<file path="src/rtl/fifo_wr_arbiter.sv">
// fifo_wr_arbiter
//   Round-robin arbiter that shares one FIFO write port among N producers.
//   One requester owns the port at a time. While it owns the port, its data and
//   write strobe are forwarded whenever the FIFO is not full. Priority rotates
//   after at most BURST words, or as soon as the owner drops its request, so no
//   producer can starve the others.
//
// Parameters
//   B      data width (matches the FIFO data width)
//   N      number of requesters, 2..16
//   BURST  maximum words written per grant, 1..255
//
// Ports
//   clk          system clock, rising edge
//   rst          asynchronous, active-high reset
//   req          per-requester "word available" level
//   w_data_in    flattened requester data; slice i is [i*B +: B]
//   fifo_full    FIFO full flag
//   grant        registered one-hot owner of the write port, zero when idle
//   ack          one-hot pulse: the owner's current word is accepted this cycle
//   fifo_wr      FIFO write strobe
//   fifo_w_data  FIFO write data
module fifo_wr_arbiter #(
  parameter int B     = 8,
  parameter int N     = 4,
  parameter int BURST = 4
) (
  input  logic           clk,
  input  logic           rst,
  input  logic [N-1:0]   req,
  input  logic [N*B-1:0] w_data_in,
  input  logic           fifo_full,
  output logic [N-1:0]   grant,
  output logic [N-1:0]   ack,
  output logic           fifo_wr,
  output logic [B-1:0]   fifo_w_data
);

  localparam int IW = $clog2(N);
  localparam int CW = $clog2(BURST + 1);
  localparam logic [CW-1:0] CNT_LAST = CW'(BURST - 1);
  localparam logic [IW-1:0] OWNER_MAX = IW'(N - 1);

  typedef enum logic {
    IDLE,
    OWN
  } state_t;

  state_t        state;
  logic [IW-1:0] owner;
  logic [IW-1:0] ptr;
  logic [CW-1:0] cnt;

  logic          owner_req;
  logic          release_now;
  logic          arbitrate;
  logic [IW-1:0] next_ptr;
  logic [IW-1:0] base;
  logic          found;
  logic [IW-1:0] winner;
  logic [N-1:0]  win_onehot;
  int            idx;

  // Datapath toward the FIFO: driven combinationally from the registered owner
  // so that a full flag that drops takes effect in the same cycle.
  // NOTE: every signal written in an always_comb block gets a default value
  // first; a path that leaves one unassigned would infer a latch.
  always_comb begin
    owner_req   = req[owner];
    fifo_wr     = 1'b0;
    ack         = '0;
    fifo_w_data = '0;
    if (state == OWN) begin
      fifo_wr     = owner_req & ~fifo_full;
      ack[owner]  = fifo_wr;
      fifo_w_data = w_data_in[int'(owner)*B +: B];
    end
  end

  // The owner gives up the port when it has nothing to send, or when the
  // BURST-th word goes out this cycle. A stalled owner (FIFO full) keeps
  // its request high and therefore keeps the port.
  always_comb begin
    release_now = (state == OWN) &&
                  (!owner_req || (fifo_wr && (cnt == CNT_LAST)));
    arbitrate   = (state == IDLE) || release_now;
    next_ptr    = (owner == OWNER_MAX) ? '0 : owner + 1'b1;
    // On release the scan starts just past the old owner, so the pointer
    // update and the new grant happen in the same cycle with no dead cycle.
    base        = release_now ? next_ptr : ptr;
  end

  // Round-robin scan: first set request bit at base, base+1, ... modulo N.
  always_comb begin
    found      = 1'b0;
    winner     = '0;
    win_onehot = '0;
    idx        = 0;
    for (int k = 0; k < N; k++) begin
      idx = int'(base) + k;
      if (idx >= N) idx = idx - N;
      if (!found && req[idx]) begin
        found           = 1'b1;
        winner          = IW'(idx);
        win_onehot[idx] = 1'b1;
      end
    end
  end

  // NOTE: sequential state is updated with non-blocking assignments only, so
  // every register samples the values from before the clock edge.
  always_ff @(posedge clk or posedge rst) begin
    if (rst) begin
      state <= IDLE;
      owner <= '0;
      ptr   <= '0;
      cnt   <= '0;
      grant <= '0;
    end else begin
      if (release_now) ptr <= next_ptr;

      if (arbitrate) begin
        if (found) begin
          state <= OWN;
          owner <= winner;
          cnt   <= '0;
          grant <= win_onehot;
        end else begin
          state <= IDLE;
          grant <= '0;
        end
      end else if (fifo_wr) begin
        cnt <= cnt + 1'b1;
      end
    end
  end

endmodule
</file>
<file path="config.mk">
export PLATFORM = sky130hd
export DESIGN_NAME = fifo_wr_arbiter
export DESIGN_NICKNAME = d
export VERILOG_FILES = /design/src/rtl/fifo_wr_arbiter.sv
export SDC_FILE = /design/constraint.sdc
export NUM_CORES = 1
export LEC_CHECK = 0
export CAP_MARGIN = 20
export CORE_UTILIZATION = 40
export DETAILED_ROUTE_END_ITERATION = 16
export PLACE_DENSITY = 0.76
export SYNTH_ARGS = -nofsm -noshare
export SYNTH_HDL_FRONTEND = slang
export SYNTH_SLANG_ARGS = --single-unit
</file>
<file path="constraint.sdc">
create_clock -name clk -period 5.1 [get_ports clk]
set_input_delay 0.51 -clock clk [delete_from_list [all_inputs] [get_ports clk]]
set_output_delay 0.51 -clock clk [all_outputs]
set_load 0.02 [all_outputs]
</file>
### Word-level counts from Yosys, hierarchy flattened

Index checks and enable logic that the tools add are counted.

| operators by class | value |
|---|---|
| $lt $le $gt $ge | 14 |
| reduce and logical (&&, ||, !) cells | 19 |
| bitwise logic cells | 7 |
| eq/ne operators | 3 |
| shift-type cells | 1 |
| $add $sub $neg | 9 |
| muxes and demuxes | 50 |

Operator list:

| operator | number |
|---|---|
| $ge 32x1->1 const B | 4 |
| $lt 32x4->1 const B | 4 |
| $mux 32 | 4 |
| $shiftx 32x6->8 | 1 |
| $mux 4 | 6 |
| $mux 1 | 20 |
| $mux 2 | 6 |
| $or 4x4->4 | 3 |
| $sub 3x3->4 const B | 3 |
| $bmux 1 s2 | 5 |
| $demux 1 s2 | 5 |
| $logic_and 1x1->1 | 10 |
| $ge 3x3->1 const B | 3 |
| $mux 3 | 3 |
| $mux 8 | 1 |
| $add 2x2->3 const B | 2 |
| $and 4x4->4 | 1 |
| $logic_not 1->1 | 4 |
| $reduce_and 2->1 | 2 |
| $sub 2x3->4 const B | 1 |
| $add 2x1->3 const B | 1 |
| $add 3x1->3 const B | 1 |
| $eq 3x2->1 const B | 1 |
| $ge 2x3->1 const B | 1 |
| 9 further kinds | 11 |

| storage, ports and cells | value |
|---|---|
| output and inout port bits | 17 |
| input bits | 39 |
| logic and storage cells | 108 |
| register bits after elaboration | 12 |

### Logic depth before layout (Yosys ltp)

| depth | value |
|---|---|
| depth after elaboration | 25 |
| gate-level depth with buffers | 13 |
| mapped depth without buffers | 12 |

### Least setup slack after synthesis

OpenSTA, ideal clock, no wires.

| timing path | value |
|---|---|
| path type | reg-to-reg |
| from | reg cnt[0] |
| to | reg grant[0] |
| buffers on the path | 1 |
| setup time | 0.126 ns |
| arrival time | 3.187 ns |
| cell stages (with the launch flop) | 13 |
| data required time | 4.974 ns |
| path slack | 1.787 ns |
| cell sequence | dfrtp_1 > ha_1 > ha_1 > nor2b_1 > buf_2 > or2_1 > a221oi_4 > ha_1 > and4_1 > mux2_2 > a31oi_1 > o21bai_1 > a221o_1 |

| between the ends | value |
|---|---|
| cells in the longest elaborated chain, start to end | 21 |
| elaborated cells on any way between the ends | 71 |
| classes of those cells | 7 x add/sub; 12 x order compare; 1 x eq/ne; 34 x mux; 3 x bitwise; 14 x reduce/logical |

Ends and longest elaborated chain:

| what | line | RTL |
|---|---|---|
| start, declared | 52 | `logic [CW-1:0] cnt;` |
| start signal, assigned | 133 | `cnt <= cnt + 1'b1;` |
| $eq 3x2->1 (*) | 85 | `(!owner_req \|\| (fifo_wr && (cnt == CNT_LAST)));` |
| $logic_and 1x1->1 (*) | 85 |  |
| $logic_or 1x1->1 (*) | 85 |  |
| $logic_and 1x1->1 (*) | 84 | `release_now = (state == OWN) &&` |
| branches (longest 17 deep; another with $ge 32x1->1) | n/a |  |
| end signal, assigned | 127 | `grant <= win_onehot;` |
| end, declared | 33 | `output logic [N-1:0] grant,` |

Every way passes the cells marked *. The select of a mux whose other input is x is not followed.
A chain may end at the register's enable or synchronous reset.

### Worst setup path after layout

| timing path | value |
|---|---|
| from | in req[2] |
| to | reg grant[1] |

| between the ends | value |
|---|---|
| cells in the longest elaborated chain, start to end | 24 |
| elaborated cells on any way between the ends | 75 |
| classes of those cells | 7 x add/sub; 12 x order compare; 37 x mux; 4 x bitwise; 15 x reduce/logical |

Ends and longest elaborated chain:

| what | line | RTL |
|---|---|---|
| start, declared | 30 | `input logic [N-1:0] req,` |
| branches (longest 24 deep; another with $ge 32x1->1) | n/a |  |

Several ways; the timed one is not identified. The select of a mux whose other input is x is not followed.

==> reports/results.ini <==
[floorplanning]
dieWidth_microns=62.7
start_util_pct=42.9
rows=21
die_area_sq_mm=0.00394
die_y_microns=62.7
core-area_sq_mm=0.00344
ioPinCount=56

[layout]
n_antenna_cell=0
drive_gt1_share_pct=9.45
finish.utilization_pct=60.2
nets=256
area_growth_pct=40.4

[drt]
via_count=1481
wl_per_cell_microns=17.0
first_pass_iters=4
postRouteWirelength_microns=4190
antenna_left=0
drc=0
drt_iter0_drc=55
routed_via_density=6.00

[cts]
cts_root_buf=clkbuf_8
htreeDepth=1
path_clk_slew_ns=0.05
clock_latency_ns=0.23
cts_tree=yes
cts_resized=0
cts_setup_buffers=0
postCtsHoldBufs=0
clockBufferDepth=2
cts.sinks=12
cts_buffers=3

[synthesis]
synth_area_leader_cell=dfrtp_1
synthesis.area_sq_mm=0.00148
ys_seq_area_share_pct=20.4
ys_ff_latch=12
netlist_instances=153
synth_top_area_share_pct=20.4
synth-async-reset-ratio_pct=100
synth_edf_count=0
synth-main-ff-cell=dfrtp_1
yosys_warnings=0
yosys-top-cells-area=dfrtp_1 20%, mux4_2 15%, ha_1 12%, mux2i_1 6.1%, and2_1 5.1%
synthTopCellsByCount=14 x ha_1, 12 x and2_1, 12 x dfrtp_1
syn_avg_cell_area_sq_um=9.64
synth_nets=206
yosysMostFrequentCell=ha_1
synth_cell_type_count=41

[global_route]
antenna_found_initial=0
grt_usage_pct=21.8
grt_pass1_wl_microns=6800
first_global_vias=1512
grt_max_degree=19
overflow=0

[worst_hold_path]
hp-start=cnt[2]$_DFFE_PP0P_
holdCritPathClass=reg2reg
hold_end=cnt[2]$_DFFE_PP0P_
holdPathStages=2

[setup_path]
timing.rr.start=owner[0]$_DFFE_PP0P_
crit_fanout=12
cp_data_arrival_time_ns=3.89
cp-startpoint=req[2]
rr_worst_depth=10
critPathRequiredTime_ns=5.21
crit-reg2reg-capture=grant[1]$_DFFE_PP0N_
cp-end-kind=flop
critPathKind=in2reg
reg2reg_setup_slack_ns=1.36
startpoint_type=primary input

[timing]
fin_crit_sh_pct=74.1
finClkSkew_ns=0.000513
worst_slew_pin_slew_ns=0.786
max_slew_margin_pct=47.6
drv_slew=0
fin_setup_tns_ns=0
period_needed_ns=3.78
hold_viol_final=0
rsz0062_at_grt=no
finalSetupViolCount=0
max_clock_freq_ghz=0.265

[pwr]
power.leakage_nw=0.834
internal-power_mw=0.632
power_frac_comb_pct=77.7
pwr-share-clk_pct=6.5
p_sw_share_pct=48.9
power_switching_mw=0.606
peakVddDrop_uv=348
p_seq_share_pct=15.8
power.density_mw_per_mm2=598

[placed_design]
place.gp.congestion=0.809
dp.final_hpwl_microns=3270
portBuffers=55

[run_status]
status=finished clean

[flow_run]
drv_cap=0

worst max-delay path, stage by stage:
cell	delay, ns
clkdlybuf4s50_1	0.70
mux2i_1	0.22
or2_1	0.29
a221oi_4	0.56
ha_1	0.40
and4_1	0.23
mux2_2	0.28
a31oi_1	0.15
o21bai_1	0.17
a221o_1	0.38
registers in the layout, summed over array words and instances, names as in the netlist:
name	count
cnt	3
state	1
grant	4
owner	2
ptr	2
cells by family (layout without fill, tap and decap cells):
| logic type | Yosys count | after routing | share of synthesized area [%] |
|---|---|---|---|
| flip-flops | 12 | 12 | 20.4 |
| adder cells (fa/ha/maj) | 14 | 14 | 11.9 |
| AND/OR/NAND/NOR | 52 | 52 | 19.3 |
| AO/OA/AOI/OAI | 34 | 34 | 19.8 |
| multiplexers | 20 | 20 | 22.1 |
| buffers and inverters | 21 | 69 | 6.45 |
placed cells by master, fill, tap and decap left out, types with 2 or more instances in the layout:
| master | netlist | routed |
|---|---|---|
| clkbuf_8 | 0 | 3 |
| mux4_2 | 10 | 10 |
| nand2b_1 | 4 | 4 |
| inv_1 | 11 | 11 |
| nor2b_1 | 2 | 2 |
| o21ai_1 | 3 | 3 |
| dfrtp_1 | 12 | 12 |
| nand3_1 | 5 | 5 |
| a221o_1 | 4 | 4 |
| nor2_1 | 6 | 6 |
| ha_1 | 14 | 14 |
| a211oi_1 | 2 | 2 |
| a21oi_1 | 2 | 2 |
| o21ai_0 | 7 | 7 |
| and4_1 | 2 | 2 |
| a32o_1 | 5 | 5 |
| nand2_1 | 9 | 9 |
| o32a_1 | 2 | 2 |
| mux2i_1 | 9 | 9 |
| and2_1 | 12 | 12 |
| nor3_1 | 5 | 5 |
| clkdlybuf4s50_1 | 0 | 55 |
how the worst max path moves through the flow:
stage	to	slack, ns	cells after the start
floorplan	grant[0]$_DFFE_PP0N_	1.79	12
global placement	grant[2]$_DFFE_PP0N_	1.33	10
detailed placement	grant[1]$_DFFE_PP0N_	1.16	10
CTS	grant[1]$_DFFE_PP0N_	1.35	10
global route	grant[0]$_DFFE_PP0N_	1.17	10
finish	grant[1]$_DFFE_PP0N_	1.32	10
cell type report:
type	count	area, sq um
Timing Repair Buffer	55	551
Tap cell	46	57.6
Multi-Input combinational cell	120	1080
Fill cell	288	1370
Sequential cell	12	300
Clock buffer	3	41.3
Inverter	11	41.3
power by group through the flow:
| stage | sequential, mW | combinational, mW | clock [mW] |
|---|---|---|---|
| 2_1_floorplan | 0.165 | 0.725 | 0 |
| 3_3_place_gp | 0.196 | 0.924 | 0 |
| 3_5_place_dp | 0.197 | 0.954 | 0 |
| 4_1_cts | 0.197 | 0.954 | 0.0835 |
| 5_1_grt | 0.203 | 1.03 | 0.0898 |
| 6_report | 0.195 | 0.961 | 0.0807 |
per-stage QoR:
| stage | setup slack (ns) | instance area, sq um | std cells | hold WS, ns | power (mW) |
|---|---|---|---|---|---|
| 2_1_floorplan | 1.79 | 1480 | 153 | 0.375 | 0.890 |
| 3_3_place_gp | 1.33 | 2030 | 244 | 0.464 | 1.12 |
| 3_5_place_dp | 1.16 | 2030 | 244 | 0.484 | 1.15 |
| 4_1_cts | 1.35 | 2070 | 247 | 0.494 | 1.23 |
| 5_1_grt | 1.17 | 2070 | 247 | 0.534 | 1.32 |
| 6_report | 1.32 | 2070 | 247 | 0.487 | 1.24 |
routing by layer:
layer	GRT usage (%)	vias to the layer above	routed length (microns)	share of wire [%]
met5	0	-	0	0
met4	10.5	0	121	2.9
met1	22.5	690	1630	39
li1	-	675	-	-
met2	40.9	99	2080	50
met3	4.74	17	364	8.7
(Power assumes the default switching activity.)
